**config.mk**
```make
export PLATFORM = sky130hd
export DESIGN_NAME = seq_divider
export DESIGN_NICKNAME = d
export VERILOG_FILES = /design/src/rtl/seq_divider_pkg.sv /design/src/rtl/seq_divider_div_step.sv /design/src/rtl/seq_divider.sv
export SDC_FILE = /design/constraint.sdc
export NUM_CORES = 1
export LEC_CHECK = 0
export ABC_AREA = 0
export BUFFER_PORTS_ARGS = -buffer_cell sky130_fd_sc_hd__buf_2
export CAP_MARGIN = 20
export CORE_MARGIN = 4
export CORE_UTILIZATION = 57
export CTS_CLUSTER_SIZE = 25
export DETAILED_ROUTE_END_ITERATION = 12
export GPL_ROUTABILITY_DRIVEN = 0
export GPL_TIMING_DRIVEN = 0
export MAX_ROUTING_LAYER = met4
export PLACE_DENSITY = 0.78
export SETUP_SLACK_MARGIN = 0.5
export SYNTH_ARGS = -nofsm -noshare
export SYNTH_HDL_FRONTEND = slang
export SYNTH_HIERARCHICAL = 1
export SYNTH_SLANG_ARGS = --single-unit
```
**constraint.sdc**
```tcl
create_clock -name clk -period 3.2 [get_ports clk]
set_input_delay 0.32 -clock clk [delete_from_list [all_inputs] [get_ports clk]]
set_output_delay 0.32 -clock clk [all_outputs]
set_load 0.01 [all_outputs]
```
**src/rtl/seq_divider_pkg.sv**
```systemverilog
// seq_divider_pkg: shared state encoding, constants and helpers for the
// sequential restoring divider (seq_divider) and its step slice (div_step).
package seq_divider_pkg;

  // Controller states. The encoding is fixed so that external checkers can
  // decode the state register directly.
  typedef enum logic [1:0] {
    ST_IDLE = 2'd0,
    ST_RUN  = 2'd1,
    ST_DONE = 2'd2
  } state_e;

  // Bit replicated WIDTH times to form the unsigned divide-by-zero quotient
  // (all ones, i.e. the largest representable value).
  localparam logic DBZ_Q_BIT = 1'b1;

  // Width of a counter that must hold the values 0..width inclusive.
  function automatic int cnt_width(input int width);
    return $clog2(width + 1);
  endfunction

endpackage

```
**src/rtl/seq_divider_div_step.sv**
```systemverilog
// div_step: one combinational restoring-division step.
// Shifts the next dividend bit into the partial remainder, makes a trial
// subtraction of the divisor, and keeps the difference only when it is
// non-negative. The quotient bit is 1 exactly when the difference is kept.
module div_step
  import seq_divider_pkg::*;
#(
  parameter int WIDTH = 8
) (
  input  logic [WIDTH:0]   p_i,        // partial remainder, MSB is 0 between steps
  input  logic             bit_i,      // next dividend bit (MSB first)
  input  logic [WIDTH-1:0] divisor_i,  // non-zero divisor magnitude
  output logic [WIDTH:0]   p_o,        // updated partial remainder
  output logic             q_o         // quotient bit produced by this step
);

  // The trial difference is one bit wider than the shifted remainder so its
  // top bit is a reliable sign: the shifted value is below 2^(WIDTH+1) and the
  // divisor below 2^WIDTH, so the true difference always fits.
  logic [WIDTH+1:0] trial;

  // Trial subtraction and restore/keep selection.
  always_comb begin
    trial = {p_i, bit_i} - {2'b00, divisor_i};
    q_o   = ~trial[WIDTH+1];
    p_o   = q_o ? trial[WIDTH:0] : {p_i[WIDTH-1:0], bit_i};
  end

endmodule

```
**src/rtl/seq_divider.sv**
```systemverilog
// seq_divider: multi-cycle restoring radix-2 integer divider.
// One quotient bit per clock; done pulses WIDTH+1 cycles after a start with a
// non-zero divisor, or one cycle after a start with a zero divisor.
//
// Handshake: start is accepted only on a rising edge where the controller is
// in IDLE (busy=0 and done=0); starts seen at any other time are dropped, not
// queued. dividend/divisor are sampled on that accept edge. done is a single
// cycle pulse; quotient, remainder and div_by_zero are valid from the done
// cycle and held until the done of the next accepted operation (div_by_zero
// alone is cleared on the next accept).
//
// Build option: define SEQ_DIVIDER_SIGNED_EN for two's-complement operands
// (truncating division, remainder follows the dividend sign). Without it the
// divider is unsigned only and no sign logic exists.
module seq_divider
  import seq_divider_pkg::*;
#(
  parameter int WIDTH = 8,
  parameter int CNT_W = cnt_width(WIDTH)
) (
  input  logic             clk,
  input  logic             rst,
  input  logic             start,
  input  logic [WIDTH-1:0] dividend,
  input  logic [WIDTH-1:0] divisor,
  output logic             busy,
  output logic             done,
  output logic [WIDTH-1:0] quotient,
  output logic [WIDTH-1:0] remainder,
  output logic             div_by_zero
);

  // Controller state; this register is the probe point for state checkers.
  state_e           state_q, state_d;

  logic [CNT_W-1:0] cnt_q, cnt_d;      // steps still to perform
  logic [WIDTH:0]   p_q, p_d;          // partial remainder
  logic [WIDTH-1:0] sh_q, sh_d;        // dividend bits out at MSB, quotient bits in at LSB
  logic [WIDTH-1:0] dvs_q, dvs_d;      // latched divisor magnitude
  logic [WIDTH-1:0] quo_q, quo_d;      // held quotient result
  logic [WIDTH-1:0] rem_q, rem_d;      // held remainder result
  logic             dbz_q, dbz_d;      // held divide-by-zero flag

  logic [WIDTH:0]   step_p;            // remainder after this cycle's step
  logic             step_bit;          // quotient bit from this cycle's step
  logic [WIDTH-1:0] op_a;              // dividend as fed to the unsigned core
  logic [WIDTH-1:0] op_b;              // divisor as fed to the unsigned core
  logic [WIDTH-1:0] dbz_quo;           // quotient reported for a zero divisor
  logic [WIDTH-1:0] fin_quo;           // unsigned quotient after the last step
  logic [WIDTH-1:0] fin_rem;           // unsigned remainder after the last step
  logic [WIDTH-1:0] res_quo;           // final quotient after sign fix-up
  logic [WIDTH-1:0] res_rem;           // final remainder after sign fix-up

  // The last step's outputs are taken straight from the step slice so the
  // results land in the same edge that enters DONE.
  assign fin_quo = {sh_q[WIDTH-2:0], step_bit};
  assign fin_rem = step_p[WIDTH-1:0];

`ifdef SEQ_DIVIDER_SIGNED_EN
  logic qneg_q, qneg_d;                // quotient must be negated
  logic rneg_q, rneg_d;                // remainder must be negated (dividend < 0)

  // Magnitudes go through the unsigned core. The most negative value maps to
  // itself, which read as unsigned is exactly its magnitude, so MIN / -1
  // naturally yields MIN with a zero remainder.
  assign op_a    = dividend[WIDTH-1] ? -dividend : dividend;
  assign op_b    = divisor[WIDTH-1]  ? -divisor  : divisor;
  assign dbz_quo = dividend[WIDTH-1] ? WIDTH'(1) : {WIDTH{DBZ_Q_BIT}};
  assign res_quo = qneg_q ? -fin_quo : fin_quo;
  assign res_rem = rneg_q ? -fin_rem : fin_rem;
`else
  assign op_a    = dividend;
  assign op_b    = divisor;
  assign dbz_quo = {WIDTH{DBZ_Q_BIT}};
  assign res_quo = fin_quo;
  assign res_rem = fin_rem;
`endif

  div_step #(
    .WIDTH(WIDTH)
  ) u_step (
    .p_i      (p_q),
    .bit_i    (sh_q[WIDTH-1]),
    .divisor_i(dvs_q),
    .p_o      (step_p),
    .q_o      (step_bit)
  );

  // Next-state and datapath update for the IDLE/RUN/DONE controller.
  always_comb begin
    state_d = state_q;
    cnt_d   = cnt_q;
    p_d     = p_q;
    sh_d    = sh_q;
    dvs_d   = dvs_q;
    quo_d   = quo_q;
    rem_d   = rem_q;
    dbz_d   = dbz_q;
`ifdef SEQ_DIVIDER_SIGNED_EN
    qneg_d  = qneg_q;
    rneg_d  = rneg_q;
`endif
    unique case (state_q)
      ST_IDLE: begin
        if (start) begin
          if (divisor == '0) begin
            // No iteration needed: report the fixed pattern next cycle.
            state_d = ST_DONE;
            quo_d   = dbz_quo;
            rem_d   = dividend;
            dbz_d   = 1'b1;
          end else begin
            state_d = ST_RUN;
            cnt_d   = CNT_W'(WIDTH);
            p_d     = '0;
            sh_d    = op_a;
            dvs_d   = op_b;
            dbz_d   = 1'b0;
`ifdef SEQ_DIVIDER_SIGNED_EN
            qneg_d  = dividend[WIDTH-1] ^ divisor[WIDTH-1];
            rneg_d  = dividend[WIDTH-1];
`endif
          end
        end
      end
      ST_RUN: begin
        p_d   = step_p;
        sh_d  = fin_quo;
        cnt_d = cnt_q - CNT_W'(1);
        if (cnt_q == CNT_W'(1)) begin
          // Final step: register the (sign-corrected) results on DONE entry.
          state_d = ST_DONE;
          quo_d   = res_quo;
          rem_d   = res_rem;
        end
      end
      ST_DONE: begin
        state_d = ST_IDLE;
      end
      default: begin
        state_d = ST_IDLE;
      end
    endcase
  end

  // Controller state register.
  always_ff @(posedge clk or posedge rst) begin
    if (rst) begin
      state_q <= ST_IDLE;
    end else begin
      state_q <= state_d;
    end
  end

  // Datapath and result registers; reset abandons any operation in flight.
  always_ff @(posedge clk or posedge rst) begin
    if (rst) begin
      cnt_q  <= '0;
      p_q    <= '0;
      sh_q   <= '0;
      dvs_q  <= '0;
      quo_q  <= '0;
      rem_q  <= '0;
      dbz_q  <= 1'b0;
`ifdef SEQ_DIVIDER_SIGNED_EN
      qneg_q <= 1'b0;
      rneg_q <= 1'b0;
`endif
    end else begin
      cnt_q  <= cnt_d;
      p_q    <= p_d;
      sh_q   <= sh_d;
      dvs_q  <= dvs_d;
      quo_q  <= quo_d;
      rem_q  <= rem_d;
      dbz_q  <= dbz_d;
`ifdef SEQ_DIVIDER_SIGNED_EN
      qneg_q <= qneg_d;
      rneg_q <= rneg_d;
`endif
    end
  end

  assign busy        = (state_q == ST_RUN);
  assign done        = (state_q == ST_DONE);
  assign quotient    = quo_q;
  assign remainder   = rem_q;
  assign div_by_zero = dbz_q;

endmodule

```
---- After elaboration in Yosys (flattened, before gate mapping) ----
Index checks and enable logic that the tools add are counted.
W data, S select, Z words.
operators by class
  $add $sub $neg .......................... 2
  equal/unequal tests ..................... 7
  multiplexer cells ....................... 23
  bitwise gates (word level) .............. 2
  reduce and logical (&&, ||, !) cells .... 8
operator list
  cell                   count
  $mux W8                8
  $pmux W8 S2            3
  $mux W9                3
  $pmux W9 S2            1
  $sub A10 B8 Y10        1
  $logic_not A8 Y1       1
  $mux W4                2
  $pmux W4 S2            1
  $mux W2                3
  $ne A2 B2 Y1 const B   3
  $reduce_and A3 Y1      2
  $eq A4 B1 Y1 const B   1
  $pmux W2 S2            1
  $reduce_and A2 Y1      2
  $reduce_and A4 Y1      1
  $sub A4 B1 Y4 const B  1
  $eq A2 B1 Y1 const B   1
  $eq A2 B2 Y1 const B   1
  $logic_not A2 Y1       1
  $ne A2 B1 Y1 const B   1
  $not A1 Y1             2
  $reduce_bool A2 Y1     1
  $mux W1                1
storage, ports and cells
  bits in registers ....................... 48
  input port bits ......................... 19
  output and inout port bits .............. 19
  logic and storage cells ................. 50

---- Depth between registers and ports, before layout ----
Gate-level depths: netlist of the first run.
  depth in word-level cells ............... 4
  mapped depth ............................ 11
  gate-level depth less buffers ........... 11

---- Hierarchy ----
The synthesis of the first run kept the hierarchy.
modules (own cells, without submodules)
  module       times used  cells an instance  area an instance (um2)
  seq_divider  1           177                2103.3
  div_step     1           67                 528.0

---- Least setup slack after synthesis of the first run ----
OpenSTA, ideal clock, no wires.
  kind .................................... reg-to-reg
  from .................................... register p_q[2]
  to ...................................... register rem_q[2], in the netlist remainder[2]
  library setup time ...................... 0.125 ns
  arrival ................................. 2.537 ns
  required time ........................... 3.075 ns
  slack ................................... 0.538 ns
  cell stages (with the launch flop) ...... 10
  path buffers ............................ 0
  period minus slack after synthesis ...... 2.662 ns
  cells stage by stage .................... dfrtp_1 ha_1 o211ai_1 a21o_1 a221o_1 a221oi_4 mux2_2 nand2_1 nand2_1 mux2_2
between the ends
  longest elaborated chain between the ends .. 4
ends and longest elaborated chain
  what                    line                        source
  from (decl)             seq_divider.sv:37           logic [WIDTH:0] p_q, p_d;
  from (signal assigned)  seq_divider.sv:171          p_q <= p_d;
  $sub A10 B8 Y10         seq_divider_div_step.sv:24  trial = {p_i, bit_i} - {2'b00, divisor_i};
  $mux W9                 seq_divider_div_step.sv:26  p_o = q_o ? trial[WIDTH:0] : {p_i[WIDTH-1:0], bit_i};
  net step_p[2]           seq_divider.sv:44           logic [WIDTH:0] step_p;
  $mux W8                 seq_divider.sv:130          if (cnt_q == CNT_W'(1)) begin
  $pmux W8 S2             seq_divider.sv:103          unique case (state_q)
  to (signal assigned)    seq_divider.sv:175          rem_q <= rem_d;
  to (decl)               seq_divider.sv:41           logic [WIDTH-1:0] rem_q, rem_d;
The timed path passes the listed nets, and every way through them passes these cells. The select of a mux whose other input is x is not followed.
A chain may end at the register's enable or synchronous reset.

---- Worst setup path in the final report of the first run ----
  from .................................... register p_q[3]
  to ...................................... register rem_q[4], in the netlist remainder[4]
between the ends
  longest elaborated chain between the ends .. 4
ends and longest elaborated chain
  what             line
  $sub A10 B8 Y10  seq_divider_div_step.sv:24
  $mux W9 *        seq_divider_div_step.sv:26
  net step_p[4]    seq_divider.sv:44
  $mux W8 *        seq_divider.sv:130
  $pmux W8 S2 *    seq_divider.sv:103
Mark *: on every way through the listed nets, which the timed path passes. The rest lies on a longest branch. The select of a mux whose other input is x is not followed.

==> flow_metrics.tcl, run 1 <==
set metrics [dict create \
    outcome "finished, final reports clean" \
    syn_avg_cell_area_sq_um 10.8 \
    die_x_microns 75.9 \
    clk_pin_slew_worst_paths_ns 0.09 \
    synth_flop_cell "dfrtp_1" \
    period_share 0.830 \
    worstPathMaxFanout 6 \
    power_switching_share 0.411 \
    p_leak_nw 1.57 \
    p_clk_frac 0.090 \
    rsz0062_at_grt "yes" \
    io_pins 38 \
    path_common_cell "mux2_4" \
    switching_power_mw 1.77 \
    vias 1972 \
    min_path_type "in -> reg" \
    avgViaCountPerCell 5.55 \
    fmax_ghz 0.376 \
    pwr-share-seq 0.266 \
    remaining_drc_errors 0 \
    grt_pass1_vias 2067 \
    grt_use_total 0.209 \
    tritoncts "built" \
    powerDensity_mw_per_mm2 1330 \
    peakVddDrop_uv 771 \
    cts_root_buf "clkbuf_8" \
    synth_nets 274 \
    hpwl_microns 3950 \
    die_y_microns 75.9 \
    drv_slew 0 \
    synth_area_leaders "dfrtp_1 46%, mux2_2 8.6%, nand2_1 6.4%" \
    intPower_mw 2.55 \
    grt_start_max_net_pins 32 \
    fin_nets 332 \
    whs_path_depth 3 \
    timing.setup.tns_ns 0 \
    antenna_found_initial 0 \
    slowest_delay_ns 0.43 \
    worstSetupStartpointType "register" \
    antenna_cells 0 \
    clock_latency_ns 0.30 \
    ant_nets 0 \
    post-place-ws_ns 0.266 \
    design_power_total_mw 4.32 \
    grt-ovfl-total 0 \
    syn_inst 244 \
    critPathSlowestCell "dfrtp_1" \
    yosysTopAreaCell "dfrtp_1" \
    synth_edf_count 0 \
    core_area_sq_mm 0.00441 \
    crit_buf_inv 1 \
    worst_pin_slew_ns 0.681 \
    final_common_cell "dfrtp_1" \
    cts_sinks 48 \
    finalSetupViolCount 0 \
    crit_path_end_kind "register" \
    ys_seq_area_frac 0.456 \
    layout_common_cells "48 x dfrtp_1, 38 x nand2_1, 37 x buf_2" \
    area_growth_pct 23.6 \
    io_buffers 37 \
    min_period_ns 2.66 \
    worst-r2r-cell-count 10 \
    slew_headroom 0.546 \
    maxCapViolCount 0 \
    synth.top_cell.area_share 0.456 \
    wl_per_cell_microns 16.2 \
    critPathKind "reg -> reg" \
    cts_buffer_depth 2 \
    ys_async_sr_fraction 1.00 \
    drive_gt1_frac 0.383 \
    worst_slack_ns 0.543 \
    cts_inserted_buffers 5 \
    yosysUniqueCellTypes 46 \
    start_util 0.596 \
    rows 24 \
    drtPass1Iterations 4 \
    yosys_warnings 6 \
    htreeDepth 2 \
    final_util 0.737 \
    cp_data_required_time_ns 3.40 \
    cp.depth 10 \
    arrival_ns 2.86 \
    synthesis.area_sq_mm 0.00263 \
    dieArea_sq_mm 0.00577 \
    grt_pass1_wl_microns 9680 \
    comb_power_share 0.644 \
    worstPathCellList "ha_4 -> o211ai_1 -> a21o_1 -> a221o_1 -> a221oi_4 -> buf_6 -> mux2_4 -> nand2_2 -> nand2_1 -> mux2_4" \
    first_iter_violations 59 \
    hold_viol 0 \
    fillCellCount 313 \
    critical_path.top_delay_family "compound AO/OA/AOI/OAI gates" \
    ys_ff_latch 48 \
    routed_wl_microns 5760 \
    skew_ns 0.00816 \
]
path summary, 6_finish.rpt:
check	start	slack, ns	end
min	start	0.29	div_by_zero$_DFFE_PP0P_
min reg2reg	quotient[3]$_DFFE_PP0P_	0.49	quotient[3]$_DFFE_PP0P_
min in group asynchronous	rst	0.54	remainder[4]$_DFFE_PP0P_
max in group asynchronous	rst	2.17	dvs_q[5]$_DFFE_PP0P_
max reg2reg	p_q[3]$_DFFE_PP0P_	0.54	remainder[4]$_DFFE_PP0P_
max	p_q[3]$_DFFE_PP0P_	0.54	remainder[4]$_DFFE_PP0P_
final cells by class:
class,instances,area (sq um),area share
buffer,6,45.0,0.0138
clock inverter,2,13.8,0.00423
sequential,48,1200,0.369
inverter,23,86.3,0.0265
multi-input combinational,167,1450,0.445
timing repair buffer,51,313,0.0962
clock buffer,6,82.6,0.0254
tap,52,65.1,0.0200
flip-flops by register name, indices dropped and copies added, names as in the netlist:
name,flops
cnt_q,4
div_by_zero,1
dvs_q,8
p_q,9
quotient,8
remainder,8
sh_q,8
state_q,2
power by group through the flow:
stage | clock network [mW] | registers [mW] | logic (mW)
after detailed placement | 0 | 1.15 | 2.15
final | 0.388 | 1.15 | 2.78
after global routing | 0.425 | 1.19 | 3.05
after CTS | 0.391 | 1.15 | 2.43
after global placement | 0 | 1.14 | 2.09
after floorplan | 0 | 1.15 | 1.65
tightest hold or removal path, stage by stage:
cell	delay, ns
buf_2	0.09
a21oi_1	0.05
nor2_1	0.08
cells in the mapped netlist, drive strengths merged (3+ instances only):
cell and instances:
dfrtp 48, nand2 47, mux2 29, inv 23, o21ai 12, ha 10
a21oi 9, o22a 8, nand2b 6, nor2 6, xnor2 5, buf 3
clkbuf 3
what timing repair did:
| action | 4_1_cts | 5_1_grt |
|---|---|---|
| cloned | 0 | 0 |
| endpoints found under the setup margin | 9 | 7 |
| pin swaps | 3 | 10 |
| hold buffers | 1 | 0 |
| buffers inserted | 7 | 5 |
| endpoints found under the hold margin | 1 | 0 |
| resized for setup | 10 | 20 |
routing by layer:
metal | part of all wire | track usage | wire, microns
met1 | 0.46 | 0.270 | 2620
met2 | 0.50 | 0.334 | 2870
met3 | 0.027 | 0.0332 | 156
met4 | 0.020 | 0.0712 | 114
met5 | 0 | - | 0
kinds of logic (layout without fill, tap and decap cells):
logic type,Yosys count,after routing,share of synthesized area
simple gates,70,70,0.129
compound gates,49,49,0.146
flops,48,48,0.456
mux,31,31,0.143
buf+inv,29,88,0.0499
fa+ha+maj,11,11,0.0552
xor+xnor,6,6,0.0200
metrics by stage:
stage | hold WS (ns) | instance area [sq um] | cells
after detailed placement | 0.327 | 2900 | 334
final | 0.286 | 3250 | 355
after CTS | 0.289 | 3140 | 350
after global routing | 0.299 | 3250 | 355
after floorplan | 0.470 | 2630 | 244
after global placement | 0.470 | 2880 | 333
(Power assumes the default switching activity.)
==> run 2: changes to the inputs <==
--- a/config.mk
+++ b/config.mk
@@ -9,13 +9,13 @@
 export BUFFER_PORTS_ARGS = -buffer_cell sky130_fd_sc_hd__buf_2
 export CAP_MARGIN = 20
 export CORE_MARGIN = 4
-export CORE_UTILIZATION = 57
+export CORE_UTILIZATION = 51
 export CTS_CLUSTER_SIZE = 25
 export DETAILED_ROUTE_END_ITERATION = 12
 export GPL_ROUTABILITY_DRIVEN = 0
 export GPL_TIMING_DRIVEN = 0
 export MAX_ROUTING_LAYER = met4
-export PLACE_DENSITY = 0.78
+export PLACE_DENSITY = 0.73
 export SETUP_SLACK_MARGIN = 0.5
 export SYNTH_ARGS = -nofsm -noshare
 export SYNTH_HDL_FRONTEND = slang
==> constraint.sdc (replaced) <==
create_clock -name clk -period 2.3 [get_ports clk]
set_input_delay 0.23 -clock clk [delete_from_list [all_inputs] [get_ports clk]]
set_output_delay 0.23 -clock clk [all_outputs]
set_load 0.01 [all_outputs]
==> flow_metrics.tcl, run 2 (synthesis results as in run 1) <==
set metrics [dict create \
    io_buffers 37 \
    drv_slew 0 \
    clock_latency_ns 0.30 \
    die_y_microns 79.8 \
    worstSetupStartpointType "register" \
    min_period_ns 2.68 \
    maxCapViolCount 0 \
    largest_register_ffs 9 \
    antenna_cells 0 \
    worstPathCellList "ha_4 -> nand2b_4 -> a21o_1 -> a221o_1 -> a221oi_4 -> buf_6 -> mux2_4 -> nand2_2 -> nand2_2 -> mux2_4" \
    dieArea_sq_mm 0.00637 \
    post-place-ws_ns -0.637 \
    rows 25 \
    final_common_cell "dfrtp_1" \
    worst_slack_ns -0.383 \
    core_area_sq_mm 0.00485 \
    critPathKind "reg -> reg" \
    routed_wl_microns 6540 \
    drtPass1Iterations 4 \
    vias 2052 \
    powerDensity_mw_per_mm2 1960 \
    grt-ovfl-total 0 \
    period_share 1.17 \
    grt_use_total 0.224 \
    intPower_mw 4.04 \
    clk_pin_slew_worst_paths_ns 0.09 \
    cts_root_buf "clkbuf_8" \
    tritoncts "built" \
    hold_viol 0 \
    top_register "p_q" \
    arrival_ns 2.88 \
    critPathSlowestCell "dfrtp_1" \
    critical_path.top_delay_family "compound AO/OA/AOI/OAI gates" \
    whs_path_depth 2 \
    crit_path_end_kind "register" \
    finalSetupViolCount 18 \
    final_util 0.719 \
    p_leak_nw 1.65 \
    rsz0062_at_grt "yes" \
    first_iter_violations 109 \
    cts_inserted_buffers 5 \
    reg2reg_setup_slack_ns -0.38 \
    skew_ns 0.0106 \
    remaining_drc_errors 0 \
    timing.rr.start "p_q[0]$_DFFE_PP0P_" \
    drive_gt1_frac 0.452 \
    comb_power_share 0.659 \
    fillCellCount 353 \
    outcome "complete, but fails checks" \
    grt_pass1_wl_microns 10600 \
    violations "setup timing" \
    r2r_end "remainder[5]$_DFFE_PP0P_" \
    ant_nets 0 \
    die_x_microns 79.8 \
    io_pins 38 \
    p_clk_frac 0.105 \
    worst_pin_slew_ns 0.536 \
    min_from "divisor[4]" \
    grt_pass1_vias 2142 \
    design_power_total_mw 6.83 \
    hpwl_microns 4040 \
    switching_power_mw 2.78 \
    cp_data_required_time_ns 2.49 \
    power_switching_share 0.408 \
    dpl_cell_area_sq_mm 0.00296 \
    whs_endpoint "dvs_q[4]$_DFFE_PP0P_" \
    area_growth_pct 32.6 \
    crit_buf_inv 1 \
    cts_sinks 48 \
    timing.setup.tns_ns -4.07 \
    min_path_type "in -> reg" \
    worst-r2r-cell-count 10 \
    wl_per_cell_microns 17.4 \
    htreeDepth 2 \
    slew_headroom 0.643 \
    antenna_found_initial 0 \
    fmax_ghz 0.373 \
    peakVddDrop_uv 885 \
    pwr-share-seq 0.236 \
    layout_common_cells "48 x dfrtp_1, 37 x buf_2, 36 x nand2_1" \
    fin_nets 340 \
    start_util 0.543 \
    slowest_delay_ns 0.44 \
    final_area_sq_mm 0.00349 \
    avgViaCountPerCell 5.44 \
    cts_buffer_depth 2 \
    worstPathMaxFanout 6 \
    grt_start_max_net_pins 38 \
]
[run 2: cell types whose count changed in the layout (fill, tap and decap cells not counted), sizes merged]
| cell | before | now |
|---|---|---|
| buf | 53 | 62 |
| clkinv | 1 | 0 |
| bufinv | 0 | 2 |
| clkbuf | 9 | 7 |
| inv | 24 | 23 |
[run 2: worst max path at each step]
stage	to	start	cells past startpoint
after floorplan	remainder[2]$_DFFE_PP0P_	p_q[2]$_DFFE_PP0P_	9
after global placement	remainder[2]$_DFFE_PP0P_	p_q[2]$_DFFE_PP0P_	9
after detailed placement	remainder[5]$_DFFE_PP0P_	p_q[2]$_DFFE_PP0P_	9
after CTS	remainder[5]$_DFFE_PP0P_	p_q[3]$_DFFE_PP0P_	10
after global routing	remainder[4]$_DFFE_PP0P_	p_q[4]$_DFFE_PP0P_	9
final	remainder[5]$_DFFE_PP0P_	p_q[0]$_DFFE_PP0P_	10
[run 2: repair_timing]
action / CTS / global route
pin swaps: 12 / 5
setup endpoints to repair: 20 / 36
hold buffers: 1 / 0
gates resized for setup: 25 / 28
buffers inserted: 16 / 4
endpoints found under the hold margin: 11 / 0
[run 2: final cells by class]
| type | count | area (sq um) | share of cell area |
|---|---|---|---|
| repair buffers | 59 | 397 | 0.114 |
| multi-input cells | 167 | 1540 | 0.442 |
| clock inverters | 2 | 60.1 | 0.0172 |
| plain buffers | 6 | 50.0 | 0.0143 |
| flip-flops and latches | 48 | 1200 | 0.344 |
| clock buffers | 5 | 68.8 | 0.0197 |
| inverters | 23 | 86.3 | 0.0247 |
| well taps | 67 | 83.8 | 0.0240 |
[run 2: stage by stage]
step	hold WS (ns)	std cells
detailed placement	0.186	349
global route	0.209	377
floorplan	0.380	244
CTS	0.207	373
global placement	0.472	348
finish	0.208	377
[run 2: power groups by stage]
stage                     combinational (mW)  clock [mW]  sequential, mW
final                                   4.50       0.716            1.61
after global routing                    4.86       0.761            1.67
after CTS                               3.86       0.726            1.60
after detailed placement                3.10           0            1.62
after global placement                  3.01           0            1.60
after floorplan                         2.36           0            1.62
[run 2: layer usage]
metal,track usage,part of all wire,vias up
met1,0.275,0.43,1003
met3,0.0339,0.029,20
met2,0.370,0.52,49
met5,-,0,-
met4,0.0946,0.025,0
li1,-,-,980
[run 2: worst register-to-register path, stage by stage (launching register included)]
cell and delay, ns:
dfrtp_1 0.44, ha_4 0.31, nand2b_4 0.06, a21o_1 0.18, a221o_1 0.39, a221oi_4 0.31, buf_6 0.18, mux2_4 0.31
nand2_2 0.09, nand2_2 0.05, mux2_4 0.25
==> run 3: changes to the inputs <==
--- a/config.mk
+++ b/config.mk
@@ -12,11 +12,9 @@
 export CORE_UTILIZATION = 51
 export CTS_CLUSTER_SIZE = 25
 export DETAILED_ROUTE_END_ITERATION = 12
-export GPL_ROUTABILITY_DRIVEN = 0
 export GPL_TIMING_DRIVEN = 0
 export MAX_ROUTING_LAYER = met4
 export PLACE_DENSITY = 0.73
-export SETUP_SLACK_MARGIN = 0.5
 export SYNTH_ARGS = -nofsm -noshare
 export SYNTH_HDL_FRONTEND = slang
 export SYNTH_HIERARCHICAL = 1
==> flow_metrics.tcl, run 3 (synthesis results as in run 1) <==
set metrics [dict create \
    dp_cells 349 \
    grt-ovfl-total 0 \
    final_common_cell "dfrtp_1" \
    vias 2000 \
    cts_sinks 48 \
    wl_per_cell_microns 15.5 \
    switching_power_mw 2.47 \
    dieArea_sq_mm 0.00637 \
    grt_start_max_net_pins 38 \
    multi_input_area_sq_mm 0.00145 \
    drive_gt1_frac 0.388 \
    cts_buffer_depth 2 \
    die_x_microns 79.8 \
    gp_congestion 0.868 \
    violations "setup timing" \
    fmax_ghz 0.375 \
    cp_data_required_time_ns 2.50 \
    worst_slack_ns -0.368 \
    die_y_microns 79.8 \
    layout_common_cells "48 x dfrtp_1, 39 x nand2_1, 37 x buf_2" \
    pwr-share-seq 0.266 \
    drtPass1Iterations 4 \
    post-place-ws_ns -0.632 \
    antenna_cells 0 \
    arrival_ns 2.87 \
    comb_power_share 0.644 \
    instances_no_fill 371 \
    slew_headroom 0.618 \
    ant_nets 0 \
    top_register "p_q" \
    power_switching_share 0.410 \
    fin_nets 333 \
    start_util 0.543 \
    p_leak_nw 1.57 \
    finalSetupViolCount 16 \
    rows 25 \
    peakVddDrop_uv 830 \
    rsz0062_at_grt "yes" \
    clk_pin_slew_worst_paths_ns 0.09 \
    cts_root_buf "clkbuf_8" \
    grt_pass1_wl_microns 9900 \
    routed_wl_microns 5740 \
    clock_latency_ns 0.31 \
    drv_slew 0 \
    seqCellArea_sq_mm 0.00120 \
    first_iter_violations 76 \
    avgViaCountPerCell 5.39 \
    area_growth_pct 25.2 \
    outcome "complete, but fails checks" \
    maxCapViolCount 0 \
    core_area_sq_mm 0.00485 \
    min_path_type "in -> reg" \
    antenna_found_initial 0 \
    min_period_ns 2.67 \
    fillCellCount 367 \
    grt_pass1_vias 2052 \
    powerDensity_mw_per_mm2 1830 \
    cts_inserted_buffers 5 \
    crit_path_end_kind "register" \
    hpwl_microns 3940 \
    timing.setup.tns_ns -3.34 \
    io_buffers 37 \
    critPathKind "reg -> reg" \
    worstPathMaxFanout 7 \
    skew_ns 0.00551 \
    htreeDepth 2 \
    p_clk_frac 0.091 \
    period_share 1.16 \
    grt_use_total 0.205 \
    worstSetupStartpointType "register" \
    hold_viol 0 \
    remaining_drc_errors 0 \
    worst_pin_slew_ns 0.574 \
    intPower_mw 3.55 \
    largest_register_ffs 9 \
    tritoncts "built" \
    io_pins 38 \
]
run 3: changes by cell type in the layout (fill, tap and decap cells not counted), sizes merged:
cell,change
buf,-8
bufinv,-2
clkinvlp,+2
clkbuf,+2
run 3: worst paths after layout:
check | start | endpoint | slack (ns) | depth (start not counted)
worst min register to register | quotient[2]$_DFFE_PP0P_ | quotient[2]$_DFFE_PP0P_ | 0.49 | 1
min in group asynchronous | rst | dvs_q[2]$_DFFE_PP0P_ | 0.39 | 3
max in group asynchronous | rst | p_q[1]$_DFFE_PP0P_ | 1.44 | 4
worst max-delay path | p_q[3]$_DFFE_PP0P_ | remainder[2]$_DFFE_PP0P_ | -0.37 | 10
worst min-delay path | start | div_by_zero$_DFFE_PP0P_ | 0.20 | 3
worst max register to register | p_q[3]$_DFFE_PP0P_ | remainder[2]$_DFFE_PP0P_ | -0.37 | 10
run 3: metal layers:
layer	up-vias	share of wire	routed length, microns	track usage
li1	963	-	-	-
met1	978	0.47	2670	0.264
met2	49	0.48	2770	0.335
met3	10	0.035	203	0.0316
met4	0	0.014	83	0.0608
met5	-	0	0	-
run 3: final cells by class:
class | count | area share
clock buffer | 6 | 0.0251
inverter | 23 | 0.0262
tap | 67 | 0.0255
sequential | 48 | 0.365
timing repair buffer | 52 | 0.0988
clock inverter | 2 | 0.00456
multi-input combinational | 167 | 0.441
buffer | 6 | 0.0137
run 3: power by group through the flow:
stage	logic [mW]	registers, mW	clock network, mW
6_report	3.87	1.60	0.545
2_1_floorplan	2.36	1.62	0
3_3_place_gp	3.02	1.60	0
5_1_grt	4.25	1.66	0.591
4_1_cts	3.74	1.60	0.553
3_5_place_dp	3.09	1.62	0
run 3: through the flow:
| stage | power [mW] | hold WS, ns | util | area [sq um] |
|---|---|---|---|---|
| floorplan | 3.98 | 0.380 | - | 2670 |
| global placement | 4.62 | 0.472 | 0.607 | 2940 |
| detailed placement | 4.70 | 0.184 | 0.611 | 2960 |
| CTS | 5.89 | 0.199 | 0.677 | 3280 |
| global route | 6.50 | 0.198 | 0.679 | 3290 |
| finish | 6.02 | 0.199 | 0.679 | 3290 |
run 3: worst max-delay path, cell delays in order (launching register included):
cell      delay [ns]
dfrtp_1         0.43
ha_4            0.30
o211ai_1        0.08
a21o_1          0.19
a221o_1         0.37
a221oi_4        0.32
buf_12          0.17
mux2_4          0.31
nand2_2         0.08
nand2_2         0.06
mux2_4          0.25
run 3: timing repair:
item	4_1_cts	5_1_grt
hold buffers	1	0
endpoints found under the hold margin	11	0
gates resized for setup	25	1
gates cloned	0	0
setup buffers	13	2
setup endpoints to repair	17	17
pin swaps	13	2
